[config.mk]
export PLATFORM = sky130hd
export DESIGN_NAME = round_judge
export DESIGN_NICKNAME = d
export VERILOG_FILES = /design/src/rtl/round_judge_pkg.sv /design/src/rtl/round_judge_rps_compare.sv /design/src/rtl/round_judge.sv
export SDC_FILE = /design/constraint.sdc
export NUM_CORES = 1
export LEC_CHECK = 0
export ABC_AREA = 1
export CAP_MARGIN = 40
export CORE_AREA = 2 2 54 61
export CTS_CLUSTER_SIZE = 16
export DETAILED_ROUTE_END_ITERATION = 6
export DIE_AREA = 0 0 56 63
export GPL_TIMING_DRIVEN = 1
export PLACE_DENSITY = 0.77
export SYNTH_ARGS = -nofsm -noshare
export SYNTH_HDL_FRONTEND = slang
export SYNTH_HIERARCHICAL = 1
export SYNTH_SLANG_ARGS = --single-unit
[constraint.sdc]
create_clock -name clk -period 2 [get_ports clk]
set_input_delay 0.4 -clock clk [delete_from_list [all_inputs] [get_ports clk]]
set_output_delay 0.4 -clock clk [all_outputs]
set_load 0.05 [all_outputs]
[src/rtl/round_judge_pkg.sv]
// Shared codes for the rock-paper-scissors round judge: move encodings,
// matchresult codes (as decoded by the score-update block) and FSM states.
package round_judge_pkg;

   localparam logic [1:0] MOVE_ILLEGAL  = 2'b00;
   localparam logic [1:0] MOVE_ROCK     = 2'b01;
   localparam logic [1:0] MOVE_PAPER    = 2'b10;
   localparam logic [1:0] MOVE_SCISSORS = 2'b11;

   localparam logic [1:0] RES_NONE  = 2'b00;
   localparam logic [1:0] RES_DRAW  = 2'b01;
   localparam logic [1:0] RES_P1WIN = 2'b10;
   localparam logic [1:0] RES_P2WIN = 2'b11;

   typedef enum logic [2:0] {
      ST_COLLECT,
      ST_HALF,
      ST_JUDGE,
      ST_FORFEIT,
      ST_REPORT,
      ST_GAME_OVER
   } state_t;

endpackage

[src/rtl/round_judge_rps_compare.sv]
// Combinational rock-paper-scissors judge: result is from player A's point of view
// (P1WIN means move_a wins). Inputs are assumed legal moves.
module rps_compare
   import round_judge_pkg::*;
(
   input  logic [1:0] move_a,
   input  logic [1:0] move_b,
   output logic [1:0] result
);

   always_comb begin
      result = RES_P2WIN;
      if (move_a == move_b) begin
         result = RES_DRAW;
      end else if ((move_a == MOVE_ROCK     && move_b == MOVE_SCISSORS) ||
                   (move_a == MOVE_PAPER    && move_b == MOVE_ROCK)     ||
                   (move_a == MOVE_SCISSORS && move_b == MOVE_PAPER)) begin
         result = RES_P1WIN;
      end
   end

endmodule

[src/rtl/round_judge.sv]
// Round judge: collects one move per player via valid/ready, judges or forfeits the
// round, and reports a registered matchresult with a one-cycle round_done strobe.
module round_judge
   import round_judge_pkg::*;
#(
   parameter int TIMEOUT_CYCLES = 15,
   parameter int MAX_ROUNDS     = 9
)
(
   input  logic       clk,
   input  logic       reset,
   input  logic [1:0] p1_move,
   input  logic       p1_valid,
   output logic       p1_ready,
   input  logic [1:0] p2_move,
   input  logic       p2_valid,
   output logic       p2_ready,
   output logic [1:0] matchresult,
   output logic       round_done,
   output logic [3:0] round_num,
   output logic       illegal_move,
   output logic       game_over
);

   localparam logic [7:0] TMO_LAST   = 8'(TIMEOUT_CYCLES - 1);
   localparam logic [3:0] ROUNDS_END = 4'(MAX_ROUNDS);

   state_t     state;
   logic       p1_cap, p2_cap;
   logic [1:0] p1_q, p2_q;
   logic [7:0] tmo_cnt;
   logic [1:0] judged;
   logic       collecting;
   logic       p1_take, p2_take, p1_bad, p2_bad;

   // Handshake: a move transfers on a rising edge where valid & ready are both high.
   // Ready is high only while collecting and the player has not yet been captured;
   // an offered 00 transfers nothing and only raises illegal_move.
   assign collecting = (state == ST_COLLECT) || (state == ST_HALF);
   assign p1_ready   = ~reset & collecting & ~p1_cap;
   assign p2_ready   = ~reset & collecting & ~p2_cap;

   assign p1_take = p1_valid & p1_ready & (p1_move != MOVE_ILLEGAL);
   assign p2_take = p2_valid & p2_ready & (p2_move != MOVE_ILLEGAL);
   assign p1_bad  = p1_valid & p1_ready & (p1_move == MOVE_ILLEGAL);
   assign p2_bad  = p2_valid & p2_ready & (p2_move == MOVE_ILLEGAL);

   rps_compare u_compare (
      .move_a (p1_q),
      .move_b (p2_q),
      .result (judged)
   );

   always_ff @(posedge clk or posedge reset) begin
      if (reset) begin
         state        <= ST_COLLECT;
         p1_cap       <= 1'b0;
         p2_cap       <= 1'b0;
         p1_q         <= MOVE_ILLEGAL;
         p2_q         <= MOVE_ILLEGAL;
         tmo_cnt      <= 8'd0;
         matchresult  <= RES_NONE;
         round_done   <= 1'b0;
         round_num    <= 4'd0;
         illegal_move <= 1'b0;
         game_over    <= 1'b0;
      end else begin
         round_done   <= 1'b0;
         illegal_move <= p1_bad | p2_bad;
         if (p1_take) begin
            p1_cap <= 1'b1;
            p1_q   <= p1_move;
         end
         if (p2_take) begin
            p2_cap <= 1'b1;
            p2_q   <= p2_move;
         end
         case (state)
            ST_COLLECT: begin
               if (p1_take && p2_take) begin
                  state <= ST_JUDGE;
               end else if (p1_take || p2_take) begin
                  state   <= ST_HALF;
                  tmo_cnt <= 8'd0;
               end
            end
            ST_HALF: begin
               tmo_cnt <= tmo_cnt + 8'd1;
               // A late capture on the expiry edge still wins over the forfeit.
               if (p1_take || p2_take) begin
                  state <= ST_JUDGE;
               end else if (tmo_cnt == TMO_LAST) begin
                  state <= ST_FORFEIT;
               end
            end
            ST_JUDGE: begin
               matchresult <= judged;
               round_done  <= 1'b1;
               state       <= ST_REPORT;
            end
            ST_FORFEIT: begin
               matchresult <= p1_cap ? RES_P1WIN : RES_P2WIN;
               round_done  <= 1'b1;
               state       <= ST_REPORT;
            end
            ST_REPORT: begin
               round_num <= round_num + 4'd1;
               p1_cap    <= 1'b0;
               p2_cap    <= 1'b0;
               if (round_num + 4'd1 == ROUNDS_END) begin
                  state     <= ST_GAME_OVER;
                  game_over <= 1'b1;
               end else begin
                  state <= ST_COLLECT;
               end
            end
            ST_GAME_OVER: begin
               game_over <= 1'b1;
            end
            default: begin
               state <= ST_COLLECT;
            end
         endcase
      end
   end

endmodule

==> results.sh <==
export IMPL_crit_type="flop to output port"
export IMPL_drive_gt1_frac=0.1212
export IMPL_cp_top_family="buffers and inverters"
export IMPL_grt_pass1_vias=1198
export IMPL_finClkSkew_ns=0.005001
export IMPL_multi_input_area_um2=649.4
export IMPL_grt_use_total=0.1796
export IMPL_cts_setup_buffers=0
export IMPL_drc_errors=0
export IMPL_p_seq_frac=0.629
export IMPL_switching_share=0.2182
export IMPL_postCtsHoldBufs=0
export IMPL_worst_pin_slew_ns=0.5059
export IMPL_postRouteAntennaNets=0
export IMPL_wl_per_cell_um=12.47
export IMPL_placementRows=21
export IMPL_final_core_util=0.5714
export IMPL_arrival_ns=1.52
export IMPL_syn_area_per_cell_um2=8.057
export IMPL_grt_pass1_wl_mm=4.954
export IMPL_rr_endpoint="tmo_cnt[0]"
export IMPL_clockBufferDepth=2
export IMPL_first_pass_iters=4
export IMPL_outcome="complete, no violations"
export IMPL_syn_area_mm2=0.001394
export IMPL_dpl_cell_area_mm2=0.001638
export IMPL_syn_inst=173
export IMPL_end_kind="output port"
export IMPL_p_per_area_mw_per_mm2=497.2
export IMPL_path_buf_inv=1
export IMPL_synth_warnings=6
export IMPL_fin_area_mm2=0.001682
export IMPL_port_buffers=18
export IMPL_ys_types=24
export IMPL_min_path_type="input port to asynchronous set/reset pin"
export IMPL_cp_start_kind="flop"
export IMPL_path_max_fanout=2
export IMPL_slowest_stage="clkdlybuf4s50_1"
export IMPL_seq_area_frac_synth=0.4668
export IMPL_htree_levels=1
export IMPL_hold_viol=0
export IMPL_timing_setup_tns_ns=0
export IMPL_cts_resized=0
export IMPL_dp_hpwl_mm=2.228
export IMPL_pin_count=19
export IMPL_p_leak_nw=0.9406
export IMPL_die_area_mm2=0.003528
export IMPL_cp_cell_sequence="clkdlybuf4s50_1"
export IMPL_pwr_share_clk=0.328
export IMPL_nFillCells=265
export IMPL_layout_commonest_cell="nand2_1"
export IMPL_grt_max_degree=18
export IMPL_combPwrFrac=0.043
export IMPL_cts_clk_slew_worst_paths_ns=0.14
export IMPL_via_count=1217
export IMPL_dieHeight_um=63
export IMPL_intPower_mw=0.6536
export IMPL_clock_fmax_ghz=0.5221
export IMPL_start_util=0.4736
export IMPL_cts_tree="built"
export IMPL_period_share=0.9576
export IMPL_regArea_um2=650.6
export IMPL_ir_worst_vdd_mv=0.3368
export IMPL_clock_sinks=26
export IMPL_synth_fp_nets=185
export IMPL_reg2reg_slack_ns=0.42
export IMPL_startpoint="matchresult[0]"
export IMPL_setup_viol=0
export IMPL_clk_latency_ns=0.33
export IMPL_fin_total_pwr_mw=0.8360
export IMPL_layout_nets=211
export IMPL_antenna_found_initial=0
export IMPL_coreArea_mm2=0.002943
export IMPL_r2r_cells=8
export IMPL_fin_crit_ns=1.915
export IMPL_via_per_inst=5.246
export IMPL_switchingPower_mw=0.1824
export IMPL_wirelength_mm=2.893
export IMPL_diodes=0
export IMPL_place_gp_congestion=0.8388
export IMPL_area_growth_pct=20.65
export IMPL_rsz0062_at_grt="no"
export IMPL_cts_buffers=3
export IMPL_relSlewSlack=0.6622
export IMPL_most_common_layout_cells="nand2_1 (49), dfrtp_1 (26), inv_1 (23), nor2_1 (16), nand3_1 (15)"
export IMPL_r2r_start="state[1]"
export IMPL_grt_overflow_total=0
export IMPL_slowest_delay_ns=0.80
export IMPL_maxCapViolCount=0
export IMPL_ys_ff_latch=26
export IMPL_fp_dieW_um=56
export IMPL_worst_ep_required_time_ns=1.60
export IMPL_slew_violations=0
export IMPL_clockRootBuffer="clkbuf_4"
export IMPL_drt_iter0_markers=42
## cell usage after synthesis
master	number	area, um^2
a21oi_1	2	10.01
nor3_1	2	10.01
nand2_1	49	183.9
or2_2	2	12.51
o22ai_1	2	12.51
a32o_1	1	10.01
nand3b_1	3	22.52
nor2_4	2	22.52
nand3_2	4	40.04
xnor2_1	3	26.28
inv_2	1	3.750
o21ai_0	6	30.03
nor2_2	3	18.77
o211ai_1	1	7.510
nor3b_2	1	12.51
ha_1	4	50.05
nand2_2	1	6.260
dfrtp_1	26	650.6
nand4_1	2	12.51
xor2_1	2	17.52
nand3_1	15	75.07
a22o_1	1	8.760
inv_1	24	90.09
nor2_1	16	60.06
## final cells by class
cell class              count  share of cell area
clock buffers               4             0.02158
inverters                  25             0.05804
multi-input cells         122              0.3862
flip-flops and latches     26              0.3869
well taps                  34             0.02530
repair buffers             21              0.1220
## per-layer routing
layer | global-route usage | wire [um]
met5 | 0 | 0
met4 | 0.1310 | 123
met3 | 0.03727 | 129
met2 | 0.2941 | 1357
met1 | 0.2043 | 1282
## how the worst max path moves through the flow
stage                      to  slack (ns)  cells after the start
6_report       matchresult[0]        0.08                      1
4_1_cts          round_num[2]       0.002                      1
5_1_grt        matchresult[0]        0.02                      1
2_1_floorplan        state[0]        0.07                      9
3_5_place_dp         state[0]        0.05                     10
3_3_place_gp         state[0]        0.12                     10
## kinds of logic after synthesis
| family | Yosys count | share of synthesized area |
|---|---|---|
| flops | 26 | 0.4668 |
| buf+inv | 25 | 0.06732 |
| simple gates | 100 | 0.3420 |
| xor+xnor | 5 | 0.03142 |
| compound gates | 13 | 0.05656 |
| fa+ha+maj | 4 | 0.03591 |
## power by group through the flow
stage / combinational (mW) / sequential, mW / clock (mW)
3_5_place_dp: 0.0366 / 0.536 / 0
6_report: 0.0363 / 0.526 / 0.274
2_1_floorplan: 0.0132 / 0.536 / 0
3_3_place_gp: 0.0364 / 0.536 / 0
5_1_grt: 0.0404 / 0.526 / 0.301
4_1_cts: 0.0370 / 0.526 / 0.278
## registers in the layout, indices dropped and copies added (netlist names)
register	flops
tmo_cnt	8
round_num	4
state	3
matchresult	2
p1_q	2
p2_q	2
game_over	1
illegal_move	1
p1_cap	1
p2_cap	1
round_done	1
## stage by stage
stage               hold WS, ns  worst slack (ns)  instances
finish                   0.2865           0.08478        232
global route             0.2939           0.01999        232
CTS                      0.2844          0.001882        232
detailed placement       0.4650           0.04644        228
global placement         0.4642            0.1176        228
floorplan                0.3116           0.07012        173
No activity file was read; power rests on OpenSTA's default activity.
